--- src/rtl/nec_ir_pkg.sv ---
// Shared types and timing constants for the NEC IR decoder.
// Window limits are kept in microseconds and turned into clock cycles
// at elaboration with us2cyc().
package nec_ir_pkg;

  typedef enum logic [2:0] {
    IDLE,
    LEAD_MARK,
    LEAD_SPACE,
    BIT_MARK,
    BIT_SPACE,
    STOP_MARK,
    RPT_STOP,
    CHECK
  } state_t;

  localparam longint LEAD_MARK_MIN_US  = 8500;
  localparam longint LEAD_MARK_MAX_US  = 9500;
  localparam longint LEAD_DATA_MIN_US  = 4000;
  localparam longint LEAD_DATA_MAX_US  = 5000;
  localparam longint LEAD_RPT_MIN_US   = 2000;
  localparam longint LEAD_RPT_MAX_US   = 2500;
  localparam longint BIT_MARK_MIN_US   = 400;
  localparam longint BIT_MARK_MAX_US   = 750;
  localparam longint BIT_ZERO_MIN_US   = 400;
  localparam longint BIT_ZERO_MAX_US   = 750;
  localparam longint BIT_ONE_MIN_US    = 1400;
  localparam longint BIT_ONE_MAX_US    = 1900;
  localparam longint TIMEOUT_US        = 12000;
  localparam longint REPEAT_WIN_US     = 120000;

  // Microseconds to whole clock cycles; 64-bit so large clocks do not overflow.
  function automatic longint us2cyc(input longint clk_hz, input longint us);
    return (clk_hz * us) / 1000000;
  endfunction

endpackage

--- src/rtl/nec_ir_glitch_filter.sv ---
// Stable-count deglitcher: the output level follows the input only after
// the input has differed from it for G consecutive cycles. Idles high.
module ir_glitch_filter #(
  parameter int G = 1
) (
  input  logic clk,
  input  logic rst,
  input  logic din,
  output logic level,
  output logic rise,
  output logic fall
);

  localparam int CW = $clog2(G + 1);

  logic [CW-1:0] cnt;

  // Count disagreement cycles; flip the level and strobe once G is reached
  always_ff @(posedge clk or posedge rst) begin
    if (rst) begin
      level <= 1'b1;
      rise  <= 1'b0;
      fall  <= 1'b0;
      cnt   <= '0;
    end else begin
      rise <= 1'b0;
      fall <= 1'b0;
      if (din == level) begin
        cnt <= '0;
      end else if (cnt == CW'(G - 1)) begin
        level <= din;
        rise  <= din;
        fall  <= ~din;
        cnt   <= '0;
      end else begin
        cnt <= cnt + 1'b1;
      end
    end
  end

endmodule

--- src/rtl/nec_ir_decoder.sv ---
// NEC IR remote decoder: synchronise + deglitch the demodulator output,
// measure mark/space widths, decode 32-bit frames and repeat codes.
module nec_ir_decoder
  import nec_ir_pkg::*;
#(
  parameter int          CLK_HZ      = 50_000_000,
  parameter int          ADDR_CHECK  = 1,
  parameter logic [15:0] CUSTOM_CODE = 16'h6B86,
  parameter int          GLITCH_US   = 10,
  parameter int          REPEAT_EN   = 1
) (
  input  logic        clk,
  input  logic        rst,
  input  logic        ir_rxd,
  output logic [7:0]  code,
  output logic [15:0] addr,
  output logic        valid,
  output logic        rpt,
  output logic        err,
  output logic        busy
);

  localparam longint G_RAW  = us2cyc(CLK_HZ, GLITCH_US);
  localparam int     G      = (G_RAW < 1) ? 1 : int'(G_RAW);
  localparam longint TO_CYC = us2cyc(CLK_HZ, TIMEOUT_US);
  localparam longint RW_CYC = us2cyc(CLK_HZ, REPEAT_WIN_US);
  localparam int     WW     = $clog2(TO_CYC) + 1;
  localparam int     RW     = $clog2(RW_CYC) + 1;

  typedef logic [WW-1:0] width_t;

  localparam width_t T_TO    = width_t'(TO_CYC);
  localparam width_t LM_MIN  = width_t'(us2cyc(CLK_HZ, LEAD_MARK_MIN_US));
  localparam width_t LM_MAX  = width_t'(us2cyc(CLK_HZ, LEAD_MARK_MAX_US));
  localparam width_t LD_MIN  = width_t'(us2cyc(CLK_HZ, LEAD_DATA_MIN_US));
  localparam width_t LD_MAX  = width_t'(us2cyc(CLK_HZ, LEAD_DATA_MAX_US));
  localparam width_t LR_MIN  = width_t'(us2cyc(CLK_HZ, LEAD_RPT_MIN_US));
  localparam width_t LR_MAX  = width_t'(us2cyc(CLK_HZ, LEAD_RPT_MAX_US));
  localparam width_t BM_MIN  = width_t'(us2cyc(CLK_HZ, BIT_MARK_MIN_US));
  localparam width_t BM_MAX  = width_t'(us2cyc(CLK_HZ, BIT_MARK_MAX_US));
  localparam width_t B0_MIN  = width_t'(us2cyc(CLK_HZ, BIT_ZERO_MIN_US));
  localparam width_t B0_MAX  = width_t'(us2cyc(CLK_HZ, BIT_ZERO_MAX_US));
  localparam width_t B1_MIN  = width_t'(us2cyc(CLK_HZ, BIT_ONE_MIN_US));
  localparam width_t B1_MAX  = width_t'(us2cyc(CLK_HZ, BIT_ONE_MAX_US));
  localparam logic [RW-1:0] T_RPT = RW'(RW_CYC);

  function automatic logic in_win(input width_t w, input width_t lo, input width_t hi);
    return (w >= lo) && (w <= hi);
  endfunction

  logic          rxd_p0, rxd_p1;
  logic          lvl, rise_e, fall_e;
  logic          edge_e, mark_start, mark_end;
  width_t        width;
  state_t        state;
  logic [4:0]    bit_cnt;
  logic [31:0]   shreg;
  logic          rpt_flag;
  logic [RW-1:0] rpt_cnt;

  // Two-flop synchroniser, idle-high so leaving reset creates no edge
  always_ff @(posedge clk or posedge rst) begin
    if (rst) begin
      rxd_p0 <= 1'b1;
      rxd_p1 <= 1'b1;
    end else begin
      rxd_p0 <= ir_rxd;
      rxd_p1 <= rxd_p0;
    end
  end

  ir_glitch_filter #(.G(G)) u_filter (
    .clk   (clk),
    .rst   (rst),
    .din   (rxd_p1),
    .level (lvl),
    .rise  (rise_e),
    .fall  (fall_e)
  );

  // Line is active-low: a falling filtered edge opens a mark, a rising one closes it
  assign edge_e     = rise_e | fall_e;
  assign mark_start = edge_e & ~lvl;
  assign mark_end   = edge_e & lvl;
  assign busy       = (state != IDLE);

  // Width counter: value on an edge cycle is the length of the phase just ended
  always_ff @(posedge clk or posedge rst) begin
    if (rst) begin
      width <= '0;
    end else if (edge_e) begin
      width <= width_t'(1);
    end else if (width != T_TO) begin
      width <= width + 1'b1;
    end
  end

  // Frame decoder: advance on filtered edges, judging each completed width
  always_ff @(posedge clk or posedge rst) begin
    if (rst) begin
      state   <= IDLE;
      bit_cnt <= '0;
      shreg   <= '0;
      code    <= '0;
      addr    <= '0;
      valid   <= 1'b0;
      rpt     <= 1'b0;
      err     <= 1'b0;
    end else begin
      valid <= 1'b0;
      rpt   <= 1'b0;
      err   <= 1'b0;
      if (state != IDLE && width == T_TO) begin
        err   <= 1'b1;
        state <= IDLE;
      end else begin
        case (state)
          IDLE: begin
            if (mark_start) state <= LEAD_MARK;
          end
          LEAD_MARK: begin
            if (mark_end) begin
              if (in_win(width, LM_MIN, LM_MAX)) begin
                state <= LEAD_SPACE;
              end else begin
                err   <= 1'b1;
                state <= IDLE;
              end
            end
          end
          LEAD_SPACE: begin
            if (mark_start) begin
              if (in_win(width, LD_MIN, LD_MAX)) begin
                bit_cnt <= '0;
                state   <= BIT_MARK;
              end else if (REPEAT_EN != 0 && in_win(width, LR_MIN, LR_MAX)) begin
                state <= RPT_STOP;
              end else begin
                err   <= 1'b1;
                state <= IDLE;
              end
            end
          end
          BIT_MARK: begin
            if (mark_end) begin
              if (in_win(width, BM_MIN, BM_MAX)) begin
                state <= BIT_SPACE;
              end else begin
                err   <= 1'b1;
                state <= IDLE;
              end
            end
          end
          BIT_SPACE: begin
            if (mark_start) begin
              if (in_win(width, B0_MIN, B0_MAX) || in_win(width, B1_MIN, B1_MAX)) begin
                // LSB-first: the first bit on air ends up in shreg[0]
                shreg   <= {in_win(width, B1_MIN, B1_MAX), shreg[31:1]};
                bit_cnt <= bit_cnt + 1'b1;
                state   <= (bit_cnt == 5'd31) ? STOP_MARK : BIT_MARK;
              end else begin
                err   <= 1'b1;
                state <= IDLE;
              end
            end
          end
          STOP_MARK: begin
            if (mark_end) begin
              if (in_win(width, BM_MIN, BM_MAX)) begin
                state <= CHECK;
              end else begin
                err   <= 1'b1;
                state <= IDLE;
              end
            end
          end
          RPT_STOP: begin
            if (mark_end) begin
              if (in_win(width, BM_MIN, BM_MAX) && rpt_flag) rpt <= 1'b1;
              else                                           err <= 1'b1;
              state <= IDLE;
            end
          end
          CHECK: begin
            if (shreg[31:24] == ~shreg[23:16] &&
                (ADDR_CHECK == 0 || shreg[15:0] == CUSTOM_CODE)) begin
              code  <= shreg[23:16];
              addr  <= shreg[15:0];
              valid <= 1'b1;
            end else begin
              err <= 1'b1;
            end
            state <= IDLE;
          end
          default: state <= IDLE;
        endcase
      end
    end
  end

  // Repeat window: armed by each accepted frame or repeat, dropped on error or expiry
  always_ff @(posedge clk or posedge rst) begin
    if (rst) begin
      rpt_flag <= 1'b0;
      rpt_cnt  <= '0;
    end else if (err) begin
      rpt_flag <= 1'b0;
    end else if (valid || rpt) begin
      rpt_flag <= 1'b1;
      rpt_cnt  <= '0;
    end else if (rpt_flag) begin
      if (rpt_cnt == T_RPT) rpt_flag <= 1'b0;
      else                  rpt_cnt  <= rpt_cnt + 1'b1;
    end
  end

endmodule
--- config.mk ---
export PLATFORM = sky130hd
export DESIGN_NAME = nec_ir_decoder
export DESIGN_NICKNAME = d
export VERILOG_FILES = /design/src/rtl/nec_ir_pkg.sv /design/src/rtl/nec_ir_glitch_filter.sv /design/src/rtl/nec_ir_decoder.sv
export SDC_FILE = /design/constraint.sdc
export NUM_CORES = 1
export LEC_CHECK = 0
export BUFFER_PORTS_ARGS = -buffer_cell sky130_fd_sc_hd__buf_2
export CORE_MARGIN = 5
export CORE_UTILIZATION = 56
export DETAILED_ROUTE_END_ITERATION = 10
export PLACE_DENSITY = 0.77
export SLEW_MARGIN = 0
export SYNTH_ARGS = -nofsm -noshare
export SYNTH_HDL_FRONTEND = slang
export SYNTH_HIERARCHICAL = 1
export SYNTH_SLANG_ARGS = --single-unit
--- constraint.sdc ---
create_clock -name clk -period 3.3 [get_ports clk]
set_input_delay 0.495 -clock clk [delete_from_list [all_inputs] [get_ports clk]]
set_output_delay 0.495 -clock clk [all_outputs]
set_load 0.03 [all_outputs]
==> summary.md <==
| Metric | Value |
|---|---|
| Slowest stage delay, CP | 0.65 ns |
| Cell Count, Final, Fillers Out | 836 |
| Critical Path AT | approximately 3.1 ns |
| Worst-Skew Late Latency | 0.42 ns |
| CTS clk-pin slew, worst paths | roughly 0.060 ns |
| DR vias/cell | 6.08 |
| Layout Area Growth over Synthesis | 13.2% |
| Die Width | 119 um |
| Crit path from | width[7]$_DFFE_PP0P_ |
| Die area | 14300 um^2 |
| Layout Nets | 686 |
| Vias | 5081 |
| Req. time, crit path | 3.60 ns |
| Final setup vio count | 0 |
| Relative slew slack | 29.0% |
| Drt first pass iters | 5 |
| Setup_tns | 0 ns |
| Clk sinks | 127 |
| Status | finished, final reports clean |
| Core area | 11900 um^2 |
| CP top delay family | compound AO/OA/AOI/OAI gates |
| Vias in the first global route | 5044 |
| Seq/Total Area, Yosys | 47.5% |
| Post-DRT Antenna Nets | 0 |
| H-tree lvl count | 4 |
| Antenna diode count | 0 |
| Synth Cell Area | 6700 um^2 |
| Startpoint class of the critical path | flop |
| Row cnt | 40 |
| Critical Path Fanout Max | 32 |
| I/O Pins | 31 |
| Highest achievable clock rate | 361 MHz |
| Bufs on Longest Clock Path | 2 |
| Post-CTS Hold Fix Bufs | 0 |
| Leakage power | 3.51 nW |
| Routed wire length per instance | 17.3 um |
| Seq cells post-synth | between 100 and 150 |
| Minimum clock period | 2.77 ns |
| Count of cells resized by post-cts repair | 0 |
| Top FF cell, synth | dfrtp_1 |
| Antenna violations before repair | 0 |
| Total power | roughly 3.6 mW |
| PortBufs | 30 |
| Hpwl dp | 9.80 mm |
| Unrepaired setup endpoints after global routing | false |
| Root buffer cell | clkbuf_16 |
| Ys Warns | 6 |
| Register area | 3180 um^2 |
| Grt ovf | 0 |
| CTS tree | done |
| Area of the multi-input gates | 3290 um^2 |
| Final Hold Fails | 0 |
| Fin. max-slew vios | 0 |
| Die H | 119 um |
| Worst Clk Skew | 0.0115 ns |
| Fill cell count | 951 |
| Final worst-path cycle share | 83.9% |
| Worst Setup End Kind | flop |
| Syn Inst Count | 652 |
| PD cells | 469 nW/um^2 |
| R2r startpoint | width[7]$_DFFE_PP0P_ |
| 1st-iter DRT viols | 493 |
| Worst Hold Class | in -> async |
| Critical setup path kind | reg -> reg |
| WHS | 0.0996 ns |
| Starting Density | 56.5% |
| Post-synth ARST share | 100% |
| Total Wirelength | 14.5 mm |
| Num CTS Buffers | 17 |
| Unique masters post-synth | 74 |
| Slew @ Worst Pin | around 1.1 ns |
| Total GRT Usage | 21.0% |
| RD Place Congestion | between 0.9 and 1 |
| Syn Nets | 662 |
| DRC viols | 0 |
| Largest net degree at the start of global routing | 58 |
| Max-cap violations | 0 |
| Placed insts | ~800 |
| Post-synth EDFFs | 0 |
| First-pass GRT wire length | approximately 24 mm |
| CP cell instances | a2111oi_0 > o21ai_1 > a41oi_1 > o21a_1 > o21ai_4 > nor2_4 > buf_12 > mux2_1 |
| Worst path bufs/invs | 1 |
| Syn avg cell area | 10.3 um^2 |
| CP max-delay cell | a2111oi_0 |
| Postcts setup bufs | 0 |
| Max IR drop VDD | 0.324 mV |
| Layout cells sized above 1 | 18.9% |
-- area by class of cell --
| cell class | count | share of cell area, % |
|---|---|---|
| Clock inverter | 13 | 2.33 |
| Tap cell | 147 | 2.42 |
| Inverter | 13 | 0.693 |
| Multi-Input combinational cell | 476 | 43.4 |
| Sequential cell | 127 | 41.9 |
| Timing Repair Buffer | 41 | 3.40 |
| Clock buffer | 19 | 5.84 |
-- cells in the final DEF, fill, tap and decap left out, drive strengths merged, types with 3 or more instances in the layout --
cell,count
dfrtp,124
nor2,68
nand2,54
mux2,41
buf,41
xor2,34
o21ai,32
nand3,28
nand4,22
a21oi,19
clkbuf,19
nor3,18
xnor2,17
inv,17
and2,15
nor4,12
nand2b,11
and3,8
nor4bb,7
ha,7
o31ai,6
and4,6
a2111oi,6
nor2b,5
a31oi,5
or3,4
clkinv,4
o21a,3
nor4b,3
o22ai,3
a211oi,3
bufinv,3
dfstp,3
or2,3
and2b,3
-- per-layer routing --
| layer | track usage (%) | wire length [um] | vias up |
|---|---|---|---|
| met5 | 0 | 0 | - |
| met4 | 7.87 | 295 | 0 |
| met3 | 5.56 | 827 | 31 |
| met2 | 35.0 | 7170 | 193 |
| met1 | 26.1 | 6180 | 2485 |
| li1 | - | - | 2372 |
-- metrics by stage --
stage                     util (%)  area [um^2]  setup WS, ns
after global placement        58.7         6970         0.659
after CTS                     64.0         7590         0.613
final                         64.0         7590         0.531
after detailed placement      58.7         6970         0.633
after global routing          64.0         7590         0.427
after floorplan                  -         6710         0.991
-- kinds of logic after synthesis --
kind of cell	after synthesis	synth area share, %
and+or+nand+nor	275	21.9
DFF	127	47.5
AOI/OAI and AO/OA	101	10.5
xor gates and xnor gates	51	6.66
buffers and inverters	49	3.45
muxes	42	8.72
adders and majority gates	7	1.31
-- cells in the mapped netlist, types with 6 or more instances --
library cell / number / area (um^2)
xnor2_1: 17 / 149
nor3_1: 18 / 90.1
and2_1: 14 / 87.6
mux2_4: 30 / 450
clkbuf_1: 19 / 71.3
a21oi_1: 18 / 90.1
inv_1: 13 / 48.8
nor4_1: 12 / 75.1
nand2b_1: 11 / 68.8
mux2_1: 6 / 67.6
dfrtp_1: 124 / 3100
nand4_1: 22 / 138
nand2_1: 54 / 203
ha_1: 7 / 87.6
and3_1: 8 / 50.1
nand3_1: 25 / 125
o21ai_0: 27 / 135
xor2_1: 34 / 298
o31ai_1: 6 / 45.0
buf_2: 11 / 55.1
nor2_1: 67 / 251
and4_1: 6 / 52.6
nor4bb_1: 7 / 70.1
-- path summary, 6_finish.rpt --
check                                          endpoint  slack [ns]  depth (start not counted)
worst min-delay path            u_filter/fall$_DFF_PP0_         0.1                          2
worst min register to register         rxd_p1$_DFF_PP1_        0.36                          0
worst max register to register    shreg[16]$_DFFE_PP0P_        0.53                          8
max in group asynchronous              rxd_p1$_DFF_PP1_        2.27                          3
min in group clk                       rxd_p0$_DFF_PP1_        0.16                          1
worst max-delay path              shreg[16]$_DFFE_PP0P_        0.53                          8
-- flip-flops by register name (all words and copies together), names as in the netlist --
name / count
addr: 16
bit_cnt: 5
code: 8
err: 1
rpt: 1
rpt_cnt: 24
rpt_flag: 1
rxd_p0: 1
rxd_p1: 1
shreg: 32
state: 3
u_filter/cnt: 9
u_filter/fall: 1
u_filter/level: 1
u_filter/rise: 1
valid: 1
width: 21
-- power by group --
| part | internal (mW) | switching, mW |
|---|---|---|
| clock | 1.22 | 0.719 |
| combinational | 0.0102 | 0.0364 |
| sequential | 1.56 | 0.00632 |
-- worst reg2reg max path: stages (launching register included) --
cell and delay (ns):
dfrtp_1 0.51, a2111oi_0 0.65, o21ai_1 0.12, a41oi_1 0.29
o21a_1 0.23, o21ai_4 0.09, nor2_4 0.14, buf_12 0.25
mux2_1 0.37
Power figures use the tool's default switching activity.
